===== config.mk =====
export PLATFORM = sky130hd
export DESIGN_NAME = pdm_mic_rx_flat
export DESIGN_NICKNAME = d
export VERILOG_FILES = /design/src/rtl/pdm_pkg.sv /design/src/rtl/pdm_mic_rx_if.sv /design/src/rtl/pdm_mic_rx_cic3_decimator.sv /design/src/rtl/pdm_mic_rx.sv /design/src/flat_wrapper.sv
export SDC_FILE = /design/constraint.sdc
export NUM_CORES = 1
export LEC_CHECK = 0
export BUFFER_PORTS_ARGS = -buffer_cell sky130_fd_sc_hd__buf_4
export CAP_MARGIN = 20
export CORE_MARGIN = 1
export CORE_UTILIZATION = 61
export DETAILED_ROUTE_END_ITERATION = 7
export PLACE_DENSITY = 0.76
export SYNTH_ARGS = -nofsm -noshare
export SYNTH_HDL_FRONTEND = slang
export SYNTH_SLANG_ARGS = --single-unit

===== constraint.sdc =====
create_clock -name clk -period 11.2 [get_ports clk]
set_clock_uncertainty 0.1 [all_clocks]
set_input_delay 0.56 -clock clk [delete_from_list [all_inputs] [get_ports clk]]
set_output_delay 0.56 -clock clk [all_outputs]
set_load 0.02 [all_outputs]

===== src/rtl/pdm_pkg.sv =====
// Shared types and constants for the PDM microphone receiver and its CIC decimator.
package pdm_pkg;

  localparam int ACC_W         = 24;
  localparam int CIC_ORDER     = 3;
  localparam int PCM_W         = 16;
  localparam int WARMUP_FRAMES = 3;

  typedef logic signed [ACC_W-1:0] acc_t;
  typedef logic signed [PCM_W-1:0] pcm_t;

  localparam acc_t PCM_MAX = 24'sh007FFF;
  localparam acc_t PCM_MIN = 24'shFF8000;

  typedef enum logic [1:0] {
    RX_IDLE   = 2'd0,
    RX_WARMUP = 2'd1,
    RX_RUN    = 2'd2
  } rx_state_t;

  // A PDM one counts as +1 and a zero as -1 in the accumulator domain.
  function automatic acc_t pdm_to_acc(input logic b);
    acc_t r;
    if (b) begin
      r = {{(ACC_W-1){1'b0}}, 1'b1};
    end else begin
      r = {ACC_W{1'b1}};
    end
    return r;
  endfunction

  function automatic pcm_t sat_pcm(input acc_t v);
    pcm_t r;
    if (v > PCM_MAX) begin
      r = 16'sh7FFF;
    end else if (v < PCM_MIN) begin
      r = 16'sh8000;
    end else begin
      r = pcm_t'(v[PCM_W-1:0]);
    end
    return r;
  endfunction

endpackage


===== src/rtl/pdm_mic_rx_if.sv =====
// PCM sample bus from the microphone receiver to downstream audio logic.
interface pdm_mic_rx_if;
  import pdm_pkg::*;

  pcm_t pcm_data;
  logic pcm_valid;

  modport master (output pcm_data, output pcm_valid);
  modport slave  (input  pcm_data, input  pcm_valid);
endinterface


===== src/rtl/pdm_mic_rx_cic3_decimator.sv =====
// Third-order CIC decimator: integrators on every sample strobe, combs once per frame,
// then shift, saturate and a one-cycle valid strobe three clocks after the frame-ending strobe.
module cic3_decimator
  import pdm_pkg::*;
#(
  parameter int DECIM = 50,
  parameter int SHIFT = 2
) (
  input  logic clk,
  input  logic rst,
  input  logic clear,
  input  logic strobe,
  input  acc_t x,
  input  logic out_en,
  output logic frame_done,
  output pcm_t pcm_data,
  output logic pcm_valid
);

  localparam int   FC_W     = $clog2(DECIM);
  localparam acc_t ACC_ZERO = {ACC_W{1'b0}};

  logic [FC_W-1:0] frame_cnt_r;
  acc_t            i1_r, i2_r, i3_r;
  acc_t            d1_r, d2_r, d3_r, c3_r;
  acc_t            c1_s, c2_s, c3_s, y_s;
  logic            fe1_r, fe2_r;
  logic            pcm_valid_r;
  pcm_t            pcm_data_r;

  // Integrators and frame counter; wrap-around of the accumulators is intended.
  always_ff @(posedge clk or posedge rst) begin
    if (rst) begin
      i1_r        <= ACC_ZERO;
      i2_r        <= ACC_ZERO;
      i3_r        <= ACC_ZERO;
      frame_cnt_r <= {FC_W{1'b0}};
      fe1_r       <= 1'b0;
    end else if (clear) begin
      i1_r        <= ACC_ZERO;
      i2_r        <= ACC_ZERO;
      i3_r        <= ACC_ZERO;
      frame_cnt_r <= {FC_W{1'b0}};
      fe1_r       <= 1'b0;
    end else if (strobe) begin
      i1_r <= i1_r + x;
      i2_r <= i2_r + i1_r;
      i3_r <= i3_r + i2_r;
      if (frame_cnt_r == FC_W'(DECIM - 1)) begin
        frame_cnt_r <= {FC_W{1'b0}};
        fe1_r       <= 1'b1;
      end else begin
        frame_cnt_r <= frame_cnt_r + FC_W'(1);
        fe1_r       <= 1'b0;
      end
    end else begin
      fe1_r <= 1'b0;
    end
  end

  // Comb chain evaluated from the frozen i3 in the cycle after the frame end.
  always_comb begin
    c1_s = i3_r - d1_r;
    c2_s = c1_s - d2_r;
    c3_s = c2_s - d3_r;
    y_s  = c3_r >>> SHIFT;
  end

  // Comb delay registers and the comb result.
  always_ff @(posedge clk or posedge rst) begin
    if (rst) begin
      d1_r  <= ACC_ZERO;
      d2_r  <= ACC_ZERO;
      d3_r  <= ACC_ZERO;
      c3_r  <= ACC_ZERO;
      fe2_r <= 1'b0;
    end else if (clear) begin
      d1_r  <= ACC_ZERO;
      d2_r  <= ACC_ZERO;
      d3_r  <= ACC_ZERO;
      c3_r  <= ACC_ZERO;
      fe2_r <= 1'b0;
    end else if (fe1_r) begin
      d1_r  <= i3_r;
      d2_r  <= c1_s;
      d3_r  <= c2_s;
      c3_r  <= c3_s;
      fe2_r <= 1'b1;
    end else begin
      fe2_r <= 1'b0;
    end
  end

  // Output register: pcm_data holds between strobes, including across a clear.
  always_ff @(posedge clk or posedge rst) begin
    if (rst) begin
      pcm_data_r  <= 16'sh0000;
      pcm_valid_r <= 1'b0;
    end else if (clear) begin
      pcm_valid_r <= 1'b0;
    end else if (fe2_r && out_en) begin
      pcm_data_r  <= sat_pcm(y_s);
      pcm_valid_r <= 1'b1;
    end else begin
      pcm_valid_r <= 1'b0;
    end
  end

  assign frame_done = fe2_r;
  assign pcm_data   = pcm_data_r;
  assign pcm_valid  = pcm_valid_r;

endmodule


===== src/rtl/pdm_mic_rx.sv =====
// PDM microphone receiver: mic clock divider, input synchronizer, sample strobe and
// enable/warm-up control around the CIC decimator.
module pdm_mic_rx
  import pdm_pkg::*;
#(
  parameter int CLK_DIV = 10,
  parameter int DECIM   = 50,
  parameter int SHIFT   = 2,
  parameter int CHANNEL = 0
) (
  input  logic         clk,
  input  logic         rst,
  input  logic         en,
  input  logic         pdm_in,
  output logic         mic_clk,
  pdm_mic_rx_if.master pcm
);

  localparam int DIV_W   = $clog2(CLK_DIV);
  localparam int HALF    = CLK_DIV / 2;
  localparam int STB_CNT = (CHANNEL == 0) ? (HALF - 1) : (CLK_DIV - 1);
  localparam int WC_W    = $clog2(WARMUP_FRAMES + 1);

  logic [1:0]       sync_r;
  logic [DIV_W-1:0] div_cnt_r, div_nxt_s;
  logic             mic_clk_r;
  logic             strobe_s, clear_s, frame_done_s, out_en_s;
  acc_t             x_s;
  rx_state_t        state_r, state_nxt_s;
  logic [WC_W-1:0]  warm_cnt_r;
  pcm_t             pcm_data_s;
  logic             pcm_valid_s;

  // Two-flop synchronizer for the asynchronous mic data line.
  always_ff @(posedge clk or posedge rst) begin
    if (rst) begin
      sync_r <= 2'b00;
    end else begin
      sync_r <= {sync_r[0], pdm_in};
    end
  end

  // Next divider count; held at zero while disabled.
  always_comb begin
    div_nxt_s = {DIV_W{1'b0}};
    if (!en) begin
      div_nxt_s = {DIV_W{1'b0}};
    end else if (div_cnt_r == DIV_W'(CLK_DIV - 1)) begin
      div_nxt_s = {DIV_W{1'b0}};
    end else begin
      div_nxt_s = div_cnt_r + DIV_W'(1);
    end
  end

  // mic_clk is decoded from the next count so it stays phase-aligned with div_cnt.
  always_ff @(posedge clk or posedge rst) begin
    if (rst) begin
      div_cnt_r <= {DIV_W{1'b0}};
      mic_clk_r <= 1'b0;
    end else begin
      div_cnt_r <= div_nxt_s;
      mic_clk_r <= en && (div_nxt_s < DIV_W'(HALF));
    end
  end

  // Sample strobe sits in the last system clock before the selected mic_clk edge.
  always_comb begin
    strobe_s = en && (div_cnt_r == DIV_W'(STB_CNT));
    clear_s  = ~en;
    x_s      = pdm_to_acc(sync_r[1]);
  end

  // Receiver state register.
  always_ff @(posedge clk or posedge rst) begin
    if (rst) begin
      state_r <= RX_IDLE;
    end else begin
      state_r <= state_nxt_s;
    end
  end

  // Next-state and output-enable decode.
  always_comb begin
    state_nxt_s = state_r;
    out_en_s    = 1'b0;
    case (state_r)
      RX_IDLE: begin
        if (en) begin
          state_nxt_s = RX_WARMUP;
        end else begin
          state_nxt_s = RX_IDLE;
        end
      end
      RX_WARMUP: begin
        if (!en) begin
          state_nxt_s = RX_IDLE;
        end else if (frame_done_s && (warm_cnt_r == WC_W'(WARMUP_FRAMES - 1))) begin
          state_nxt_s = RX_RUN;
        end else begin
          state_nxt_s = RX_WARMUP;
        end
      end
      RX_RUN: begin
        out_en_s = 1'b1;
        if (!en) begin
          state_nxt_s = RX_IDLE;
        end else begin
          state_nxt_s = RX_RUN;
        end
      end
      default: begin
        state_nxt_s = RX_IDLE;
      end
    endcase
  end

  // Counts discarded comb outputs while warming up.
  always_ff @(posedge clk or posedge rst) begin
    if (rst) begin
      warm_cnt_r <= {WC_W{1'b0}};
    end else if (state_r != RX_WARMUP) begin
      warm_cnt_r <= {WC_W{1'b0}};
    end else if (frame_done_s) begin
      warm_cnt_r <= warm_cnt_r + WC_W'(1);
    end else begin
      warm_cnt_r <= warm_cnt_r;
    end
  end

  cic3_decimator #(
    .DECIM (DECIM),
    .SHIFT (SHIFT)
  ) u_cic (
    .clk        (clk),
    .rst        (rst),
    .clear      (clear_s),
    .strobe     (strobe_s),
    .x          (x_s),
    .out_en     (out_en_s),
    .frame_done (frame_done_s),
    .pcm_data   (pcm_data_s),
    .pcm_valid  (pcm_valid_s)
  );

  assign mic_clk       = mic_clk_r;
  assign pcm.pcm_data  = pcm_data_s;
  assign pcm.pcm_valid = pcm_valid_s;

endmodule

===== src/flat_wrapper.sv =====
// flat-port wrapper written by rule: the top's interface ports become plain ports
module pdm_mic_rx_flat import pdm_pkg::*;
#(
  parameter int CLK_DIV = 10,
  parameter int DECIM   = 50,
  parameter int SHIFT   = 2,
  parameter int CHANNEL = 0
)
  (clk, rst, en, pdm_in, mic_clk, pcm_pcm_data, pcm_pcm_valid);
  pdm_mic_rx_if pcm_i ();
  input  logic clk;
  input  logic rst;
  input  logic en;
  input  logic pdm_in;
  output logic mic_clk;
  output wire logic [$bits(pcm_i.pcm_data)-1:0] pcm_pcm_data;
  output wire logic [$bits(pcm_i.pcm_valid)-1:0] pcm_pcm_valid;
  assign pcm_pcm_data = pcm_i.pcm_data;
  assign pcm_pcm_valid = pcm_i.pcm_valid;
  pdm_mic_rx #(.CLK_DIV(CLK_DIV), .DECIM(DECIM), .SHIFT(SHIFT), .CHANNEL(CHANNEL)) u_core (.clk(clk), .rst(rst), .en(en), .pdm_in(pdm_in), .mic_clk(mic_clk), .pcm(pcm_i));
endmodule

==> metrics.txt, run 1 <==
# TYPE chip_impl_metric gauge
chip_impl_metric{name="finalMaxSlewViolations",unit=""} 0
chip_impl_info{name="yosys.area.top_type",value="sky130_fd_sc_hd__dfrtp_1"} 1
chip_impl_metric{name="maximum_clock_path_buffer_count",unit=""} 3
chip_impl_metric{name="post_route_drc",unit=""} 0
chip_impl_metric{name="instances_no_fill",unit=""} 1997
chip_impl_info{name="final_cell_mix",value="sky130_fd_sc_hd__dfrtp_1 (201), sky130_fd_sc_hd__nor2_1 (186), sky130_fd_sc_hd__nand2_1 (179)"} 1
chip_impl_metric{name="timing.critical_path.required",unit="ps"} 11450
chip_impl_metric{name="synthesis.instances",unit=""} 1671
chip_impl_metric{name="grt_pass1_wl",unit="um"} 51100
chip_impl_info{name="critical_path.slowest_cell",value="sky130_fd_sc_hd__fa_1"} 1
chip_impl_metric{name="synth.net_count",unit=""} 1822
chip_impl_metric{name="dr.pass1.iters",unit=""} 5
chip_impl_metric{name="irDropWorstVdd",unit="mV"} 0.0909
chip_impl_metric{name="layout.nets",unit=""} 1820
chip_impl_metric{name="worst_r2r_path_depth",unit=""} 29
chip_impl_metric{name="fin_tns_setup",unit="ps"} 0
chip_impl_info{name="route.top_layer_used",value="met4"} 1
chip_impl_info{name="layout.cells.most_common",value="sky130_fd_sc_hd__dfrtp_1"} 1
chip_impl_metric{name="die_height",unit="um"} 156
chip_impl_info{name="crit_type",value="reg -> reg"} 1
chip_impl_info{name="most_area_consuming_cells_after_synthesis",value="sky130_fd_sc_hd__dfrtp_1 (35%), sky130_fd_sc_hd__ha_1 (12%), sky130_fd_sc_hd__mux2i_1 (5.5%), sky130_fd_sc_hd__xnor2_1 (5.1%), sky130_fd_sc_hd__nor2_1 (4.9%)"} 1
chip_impl_metric{name="detailroute.via_count",unit=""} 11500
chip_impl_metric{name="grt_usage",unit=""} 0.250
chip_impl_metric{name="fin_ws",unit="ps"} 4750
chip_impl_metric{name="post-dp-hpwl",unit="um"} 19800
chip_impl_metric{name="rrSetupSlack",unit="ps"} 4750
chip_impl_info{name="status",value="finished, final reports clean"} 1
chip_impl_metric{name="worst_margin_slew",unit="ps"} 1020
chip_impl_metric{name="dp_worst_setup_slack",unit="ps"} 4750
chip_impl_metric{name="timing.critical_path.fanout_max",unit=""} 4
chip_impl_metric{name="power_density",unit="nW/um^2"} 137
chip_impl_metric{name="timing.slew.headroom",unit=""} 0.319
chip_impl_metric{name="asyncSetResetFlopFracSynth",unit=""} 1.00
chip_impl_info{name="start_kind",value="register"} 1
chip_impl_metric{name="chipWidth",unit="um"} 156
chip_impl_metric{name="routedWlPerCell",unit="um"} 14.5
chip_impl_metric{name="global_route.overflow_total",unit=""} 0
chip_impl_metric{name="drt_first_iter_violations",unit=""} 589
chip_impl_metric{name="wl_met3",unit="um"} 845
chip_impl_metric{name="core_area",unit="sq um"} 23000
chip_impl_metric{name="cts-buffers-inserted",unit=""} 24
chip_impl_metric{name="leakagePower",unit="uW"} 0.00710
chip_impl_metric{name="drt_wl_total",unit="um"} 28900
chip_impl_metric{name="post_detailed_route_count_of_antenna_violating_nets",unit=""} 0
chip_impl_metric{name="postSynthAreaPerCell",unit="sq um"} 8.66
chip_impl_info{name="hold_start",value="pdm_in"} 1
chip_impl_metric{name="grt_max_degree",unit=""} 132
chip_impl_metric{name="postCtsSetupBuffers",unit=""} 0
chip_impl_metric{name="ys_seq_area_frac",unit=""} 0.349
chip_impl_metric{name="grt_pass1_vias",unit=""} 11300
chip_impl_metric{name="fmax",unit="MHz"} 155
chip_impl_metric{name="die_area",unit="sq um"} 24300
chip_impl_metric{name="synth_enable_flop_cells",unit=""} 0
chip_impl_metric{name="synth_cell_type_count",unit=""} 74
chip_impl_metric{name="yosysWarnings",unit=""} 0
chip_impl_info{name="setup_repair_after_global_routing_missed_its_margin",value="false"} 1
chip_impl_metric{name="wl_met1",unit="um"} 13200
chip_impl_metric{name="ctsHoldBuffers",unit=""} 0
chip_impl_info{name="min_delay_worst_endpoint",value="u_core.sync_r[0]$_DFF_PP0_"} 1
chip_impl_metric{name="dp_cells",unit=""} 1955
chip_impl_info{name="endpoint_kind",value="register"} 1
chip_impl_metric{name="grt_antenna_before_repair",unit=""} 0
chip_impl_metric{name="worst_hold_path.num_cells",unit=""} 1
chip_impl_metric{name="drive_gt1_frac",unit=""} 0.0511
chip_impl_metric{name="cp_slowest_stage_delay",unit="ps"} 410
chip_impl_metric{name="syn-cell-area",unit="sq um"} 14500
chip_impl_info{name="synth-main-ff-cell",value="sky130_fd_sc_hd__dfrtp_1"} 1
chip_impl_metric{name="clkSlewWorstSetupHoldPaths",unit="ps"} 60
chip_impl_info{name="worstHoldPathType",value="in -> reg"} 1
chip_impl_info{name="clk_root_buffer_cell",value="sky130_fd_sc_hd__clkbuf_16"} 1
chip_impl_metric{name="portbufs",unit=""} 21
chip_impl_metric{name="fillers",unit=""} 1913
chip_impl_metric{name="num_rows",unit=""} 55
chip_impl_info{name="reg2reg_to",value="u_core.u_cic.c3_r[23]$_DFFE_PP0P_"} 1
chip_impl_metric{name="floorplan.io_pins",unit=""} 22
chip_impl_info{name="r2r-start",value="u_core.u_cic.i3_r[0]$_DFFE_PP0P_"} 1
chip_impl_metric{name="crit_arrival",unit="ps"} 6700
chip_impl_metric{name="max-cap-violations",unit=""} 0
chip_impl_metric{name="antennaDiodeCount",unit=""} 0
chip_impl_metric{name="layout_min_cycle_time",unit="ps"} 6450
chip_impl_metric{name="htree_levels",unit=""} 1
chip_impl_metric{name="initial_cell_density_of_the_core",unit=""} 0.630
chip_impl_metric{name="period_share",unit=""} 0.576
chip_impl_metric{name="setup_viol",unit=""} 0
chip_impl_info{name="critical-path-top-cell-by-count",value="sky130_fd_sc_hd__a21oi_1"} 1
chip_impl_metric{name="synth_largest_type_area_fraction",unit=""} 0.349
chip_impl_metric{name="area_grow_syn2layout",unit="%"} 8.52
chip_impl_metric{name="detail_route.vias_per_cell",unit=""} 5.76
chip_impl_metric{name="ys_seq_elements",unit=""} 202
chip_impl_info{name="tritoncts",value="done"} 1
chip_impl_metric{name="finalHoldViolCount",unit=""} 0
chip_impl_metric{name="cts_resized",unit=""} 0
chip_impl_metric{name="clkSinkCount",unit=""} 202
chip_impl_metric{name="gp_congestion",unit=""} 0.901
chip_impl_metric{name="worst_skew_pair.late_latency",unit="ps"} 520
chip_impl_metric{name="route.met2.wl",unit="um"} 14300
worst max path at each step:
| stage | start | to | cells after the start |
|---|---|---|---|
| global placement | u_core.u_cic.i3_r[0]$_DFFE_PP0P_ | u_core.u_cic.c3_r[23]$_DFFE_PP0P_ | 29 |
| finish | u_core.u_cic.i3_r[0]$_DFFE_PP0P_ | u_core.u_cic.c3_r[23]$_DFFE_PP0P_ | 29 |
| CTS | u_core.u_cic.i3_r[0]$_DFFE_PP0P_ | u_core.u_cic.c3_r[23]$_DFFE_PP0P_ | 29 |
| floorplan | rst | u_core.div_cnt_r[0]$_DFF_PP0_ | 1 |
| detailed placement | u_core.u_cic.i3_r[0]$_DFFE_PP0P_ | u_core.u_cic.c3_r[23]$_DFFE_PP0P_ | 29 |
| global route | u_core.u_cic.i3_r[0]$_DFFE_PP0P_ | u_core.u_cic.c3_r[23]$_DFFE_PP0P_ | 29 |
kinds of logic (layout without fill, tap and decap cells):
kind of cell | count (synthesis) | after routing | synth area share
multiplexers | 82 | 82 | 0.0569
AO/OA/AOI/OAI | 413 | 413 | 0.182
flip-flops | 202 | 202 | 0.349
buffers and inverters | 168 | 181 | 0.0436
adder cells (fa/ha/maj) | 147 | 147 | 0.130
AND/OR/NAND/NOR | 543 | 543 | 0.168
XOR/XNOR | 116 | 116 | 0.0702
Yosys cell counts, types with 6 or more instances:
cell type                  number
sky130_fd_sc_hd__a211oi_1      20
sky130_fd_sc_hd__a21o_1        44
sky130_fd_sc_hd__a21oi_1      140
sky130_fd_sc_hd__a31oi_1       14
sky130_fd_sc_hd__and2_1         6
sky130_fd_sc_hd__and3_1        18
sky130_fd_sc_hd__buf_1          7
sky130_fd_sc_hd__clkbuf_1      48
sky130_fd_sc_hd__dfrtp_1      202
sky130_fd_sc_hd__ha_1         142
sky130_fd_sc_hd__inv_1        112
sky130_fd_sc_hd__mux2i_1       80
sky130_fd_sc_hd__nand2_1      179
sky130_fd_sc_hd__nand2b_1      17
sky130_fd_sc_hd__nand3_1       39
sky130_fd_sc_hd__nand4_1       10
sky130_fd_sc_hd__nor2_1       188
sky130_fd_sc_hd__nor2b_1       18
sky130_fd_sc_hd__nor3_1        26
sky130_fd_sc_hd__o211ai_1       8
sky130_fd_sc_hd__o21a_1        15
sky130_fd_sc_hd__o21ai_0       52
sky130_fd_sc_hd__o21ai_1       36
sky130_fd_sc_hd__o21bai_1      14
sky130_fd_sc_hd__or3_1         12
sky130_fd_sc_hd__xnor2_1       85
sky130_fd_sc_hd__xor2_1        31
through the flow:
step / power (uW) / instance area (sq um) / hold WS, ps / util
after global placement: 1340 / 14900 / 232 / 0.647
after CTS: 2180 / 15700 / 17.8 / 0.683
after detailed placement: 1360 / 14900 / 240 / 0.647
final: 2150 / 15700 / 48.4 / 0.683
after global routing: 2280 / 15700 / 35.0 / 0.683
after floorplan: 1260 / 14500 / 231 / -
final cells by class:
type / count / area [sq um] / area share
clock buffer: 34 / 709 / 0.0452
clock inverter: 7 / 113 / 0.00717
inverter: 113 / 434 / 0.0276
multi-input combinational: 1301 / 8800 / 0.560
sequential: 202 / 5060 / 0.322
tap: 313 / 392 / 0.0249
timing repair buffer: 27 / 203 / 0.0129
worst max-delay path: cells and delay by family (launching register included):
family | cells | cell delay (ps)
AO/OA/AOI/OAI | 16 | 2950
adder cells (fa/ha/maj) | 4 | 1270
AND/OR/NAND/NOR | 5 | 1020
flip-flops | 1 | 380
XOR/XNOR | 2 | 320
multiplexers | 1 | 210
buffers and inverters | 1 | 60
metal layers:
metal | up-vias | track usage
met1 | 5427 | 0.312
met4 | 0 | 0.0770
met2 | 152 | 0.449
li1 | 5874 | -
met5 | - | 0
met3 | 47 | 0.0281
registers in the layout, indices dropped and copies added (netlist names):
signal / flops
u_core.u_cic.i2_r: 24
u_core.u_cic.frame_cnt_r: 6
u_core.u_cic.fe1_r: 1
u_core.u_cic.d2_r: 24
u_core.warm_cnt_r: 2
u_core.u_cic.i3_r: 24
u_core.u_cic.frame_done: 1
u_core.state_r: 2
u_core.u_cic.pcm_valid: 1
u_core.u_cic.i1_r: 24
u_core.sync_r: 2
u_core.u_cic.d3_r: 24
u_core.u_cic.c3_r: 22
u_core.div_cnt_r: 4
u_core.u_cic.d1_r: 24
u_core.u_cic.pcm_data: 16
u_core.mic_clk: 1
where the power goes:
part	internal (uW)	leakage (uW)	switching, uW
combinational	268	0.00388	340
sequential	735	0.00281	5.65
clock	506	0.000403	300
No activity file was read; power rests on OpenSTA's default activity.
==> inputs of run 2 (changes only) <==
==> constraint.sdc (replaced) <==
create_clock -name clk -period 6.5 [get_ports clk]
set_clock_uncertainty 0.1 [all_clocks]
set_input_delay 0.325 -clock clk [delete_from_list [all_inputs] [get_ports clk]]
set_output_delay 0.325 -clock clk [all_outputs]
set_load 0.02 [all_outputs]
==> run 2 against run 1 <==
Critical path depth stayed put. Worst hold slack better by 140 ps. Sequential cell count stayed put. Total power is 76% higher. Non-clock buffer count is 7 higher. Combinational power is 84% higher. Setup slack worse by 4500 ps. Die area stayed put. Register-to-register slack worse by 4500 ps. Largest power group unchanged.
==> metrics.txt, run 2 (synthesis results as in run 1) <==
# TYPE chip_impl_metric gauge
chip_impl_metric{name="grt_antenna_before_repair",unit=""} 0
chip_impl_metric{name="max-cap-violations",unit=""} 0
chip_impl_info{name="endpoint_kind",value="register"} 1
chip_impl_metric{name="grt_max_degree",unit=""} 136
chip_impl_metric{name="cp_slowest_stage_delay",unit="ps"} 410
chip_impl_info{name="start_kind",value="register"} 1
chip_impl_metric{name="post_route_drc",unit=""} 0
chip_impl_metric{name="irDropWorstVdd",unit="mV"} 0.154
chip_impl_metric{name="comb_pwr_share",unit=""} 0.294
chip_impl_metric{name="grt_pass1_vias",unit=""} 11300
chip_impl_metric{name="period_share",unit=""} 0.958
chip_impl_metric{name="timing.critical_path.fanout_max",unit=""} 4
chip_impl_info{name="critical-path-top-cell-by-count",value="sky130_fd_sc_hd__ha_1"} 1
chip_impl_metric{name="instances_no_fill",unit=""} 2007
chip_impl_metric{name="drt_wl_total",unit="um"} 29700
chip_impl_metric{name="internal_power",unit="uW"} 2620
chip_impl_metric{name="dp_cells",unit=""} 1957
chip_impl_metric{name="worst_margin_slew",unit="ps"} 973
chip_impl_metric{name="timing.slew.headroom",unit=""} 0.351
chip_impl_metric{name="drive_gt1_frac",unit=""} 0.0602
chip_impl_metric{name="finalHoldViolCount",unit=""} 0
chip_impl_metric{name="worst_hold_path.num_cells",unit=""} 3
chip_impl_metric{name="report.power.total",unit="uW"} 3800
chip_impl_metric{name="leakagePower",unit="uW"} 0.00714
chip_impl_metric{name="num_rows",unit=""} 55
chip_impl_info{name="worstHoldPathType",value="in -> reg"} 1
chip_impl_metric{name="detail_route.vias_per_cell",unit=""} 5.76
chip_impl_metric{name="worst_r2r_path_depth",unit=""} 29
chip_impl_metric{name="grt_usage",unit=""} 0.250
chip_impl_metric{name="maximum_clock_path_buffer_count",unit=""} 3
chip_impl_metric{name="cts-buffers-inserted",unit=""} 24
chip_impl_metric{name="clkSinkCount",unit=""} 202
chip_impl_metric{name="post-dp-hpwl",unit="um"} 20200
chip_impl_metric{name="post_dp_cell_area",unit="sq um"} 14900
chip_impl_metric{name="clkPwrFrac",unit=""} 0.369
chip_impl_metric{name="gp_congestion",unit=""} 0.910
chip_impl_metric{name="grt_use_met1",unit=""} 0.316
chip_impl_metric{name="dr.pass1.iters",unit=""} 5
chip_impl_metric{name="timing.critical_path.required",unit="ps"} 6760
chip_impl_metric{name="crit_arrival",unit="ps"} 6490
chip_impl_metric{name="finalMaxSlewViolations",unit=""} 0
chip_impl_metric{name="fmax",unit="MHz"} 161
chip_impl_metric{name="power.switching",unit="uW"} 1170
chip_impl_metric{name="global_route.overflow_total",unit=""} 0
chip_impl_metric{name="detailroute.via_count",unit=""} 11600
chip_impl_metric{name="htree_levels",unit=""} 1
chip_impl_info{name="critical_path.slowest_cell",value="sky130_fd_sc_hd__fa_1"} 1
chip_impl_metric{name="setup_viol",unit=""} 0
chip_impl_metric{name="floorplan.io_pins",unit=""} 22
chip_impl_metric{name="die_area",unit="sq um"} 24300
chip_impl_metric{name="stdcell_area",unit="sq um"} 15800
chip_impl_info{name="crit_type",value="reg -> reg"} 1
chip_impl_metric{name="grt_pass1_wl",unit="um"} 51300
chip_impl_metric{name="rrSetupSlack",unit="ps"} 270
chip_impl_metric{name="die_height",unit="um"} 156
chip_impl_metric{name="initial_cell_density_of_the_core",unit=""} 0.630
chip_impl_metric{name="met2_usage",unit=""} 0.448
chip_impl_metric{name="portbufs",unit=""} 21
chip_impl_metric{name="post_detailed_route_count_of_antenna_violating_nets",unit=""} 0
chip_impl_metric{name="layout_min_cycle_time",unit="ps"} 6230
chip_impl_info{name="status",value="finished, final reports clean"} 1
chip_impl_info{name="layout.cells.most_common",value="sky130_fd_sc_hd__dfrtp_1"} 1
chip_impl_metric{name="fin_ws",unit="ps"} 271
chip_impl_metric{name="layout.nets",unit=""} 1827
chip_impl_metric{name="core_area",unit="sq um"} 23000
chip_impl_metric{name="chipWidth",unit="um"} 156
chip_impl_metric{name="worst_skew_pair.late_latency",unit="ps"} 510
chip_impl_metric{name="power_density",unit="nW/um^2"} 240
chip_impl_metric{name="power.switching_fraction",unit=""} 0.309
chip_impl_metric{name="dp_worst_setup_slack",unit="ps"} 86.0
chip_impl_metric{name="area_grow_syn2layout",unit="%"} 9.32
chip_impl_info{name="tritoncts",value="done"} 1
chip_impl_metric{name="grt_util_met3",unit=""} 0.0267
chip_impl_info{name="clk_root_buffer_cell",value="sky130_fd_sc_hd__clkbuf_16"} 1
chip_impl_metric{name="p_seq_frac",unit=""} 0.336
chip_impl_metric{name="clkSlewWorstSetupHoldPaths",unit="ps"} 60
chip_impl_metric{name="antennaDiodeCount",unit=""} 0
chip_impl_info{name="grt.busiest_layer",value="met2"} 1
chip_impl_metric{name="routedWlPerCell",unit="um"} 14.8
chip_impl_info{name="final_cell_mix",value="sky130_fd_sc_hd__dfrtp_1 (201), sky130_fd_sc_hd__nor2_1 (186), sky130_fd_sc_hd__nand2_1 (179)"} 1
chip_impl_metric{name="holdWs",unit="ps"} 192
chip_impl_metric{name="drt_first_iter_violations",unit=""} 590
run 2: power by group through the flow:
stage / Clock, uW / Combinational [uW] / Sequential [uW]
finish: 1400 / 1120 / 1280
global route: 1480 / 1230 / 1280
CTS: 1420 / 1060 / 1280
detailed placement: 0 / 1050 / 1300
global placement: 0 / 1010 / 1300
floorplan: 0 / 871 / 1300
run 2: metal layers:
layer,part of all wire,routed length (um)
met1,0.46,13500
met2,0.49,14600
met5,0,0
met4,0.022,665
met3,0.030,887
run 2: through the flow:
| stage | util | TNS, ps |
|---|---|---|
| after floorplan | - | 0 |
| after global placement | 0.648 | 0 |
| after detailed placement | 0.648 | 0 |
| after CTS | 0.685 | 0 |
| after global routing | 0.688 | -18.9 |
| final | 0.688 | 0 |
run 2: worst paths after layout:
path / startpoint / end
setup / recovery: u_core.u_cic.i3_r[0]$_DFFE_PP0P_ / u_core.u_cic.c3_r[23]$_DFFE_PP0P_
hold / removal: en / u_core.u_cic.d3_r[12]$_DFFE_PP0P_
setup reg to reg: u_core.u_cic.i3_r[0]$_DFFE_PP0P_ / u_core.u_cic.c3_r[23]$_DFFE_PP0P_
hold reg to reg: u_core.sync_r[0]$_DFF_PP0_ / u_core.sync_r[1]$_DFF_PP0_
max in group asynchronous: rst / u_core.state_r[0]$_DFF_PP0_
min in group asynchronous: rst / u_core.sync_r[0]$_DFF_PP0_
run 2: area by class of cell:
type / count / area, sq um
clock buffer: 34 / 699
tap: 313 / 392
clock inverter: 10 / 130
inverter: 113 / 434
multi-input combinational: 1301 / 8850
timing repair buffer: 34 / 260
sequential: 202 / 5060
fill: 1858 / 7160
run 2: timing repair:
action	in CTS	in global routing
hold endpoints to repair	129	0
gates resized for setup	0	11
setup buffers	0	3
hold buffers	2	0
endpoints found under the setup margin	0	6
run 2: worst max-delay path: cells and delay by family, from the launching register on:
family	cells	cell delay [ps]
flip-flops	1	350
AND/OR/NAND/NOR	5	970
XOR/XNOR	2	310
adder cells (fa/ha/maj)	4	1290
multiplexers	1	220
buffers and inverters	1	50
AO/OA/AOI/OAI	16	2800
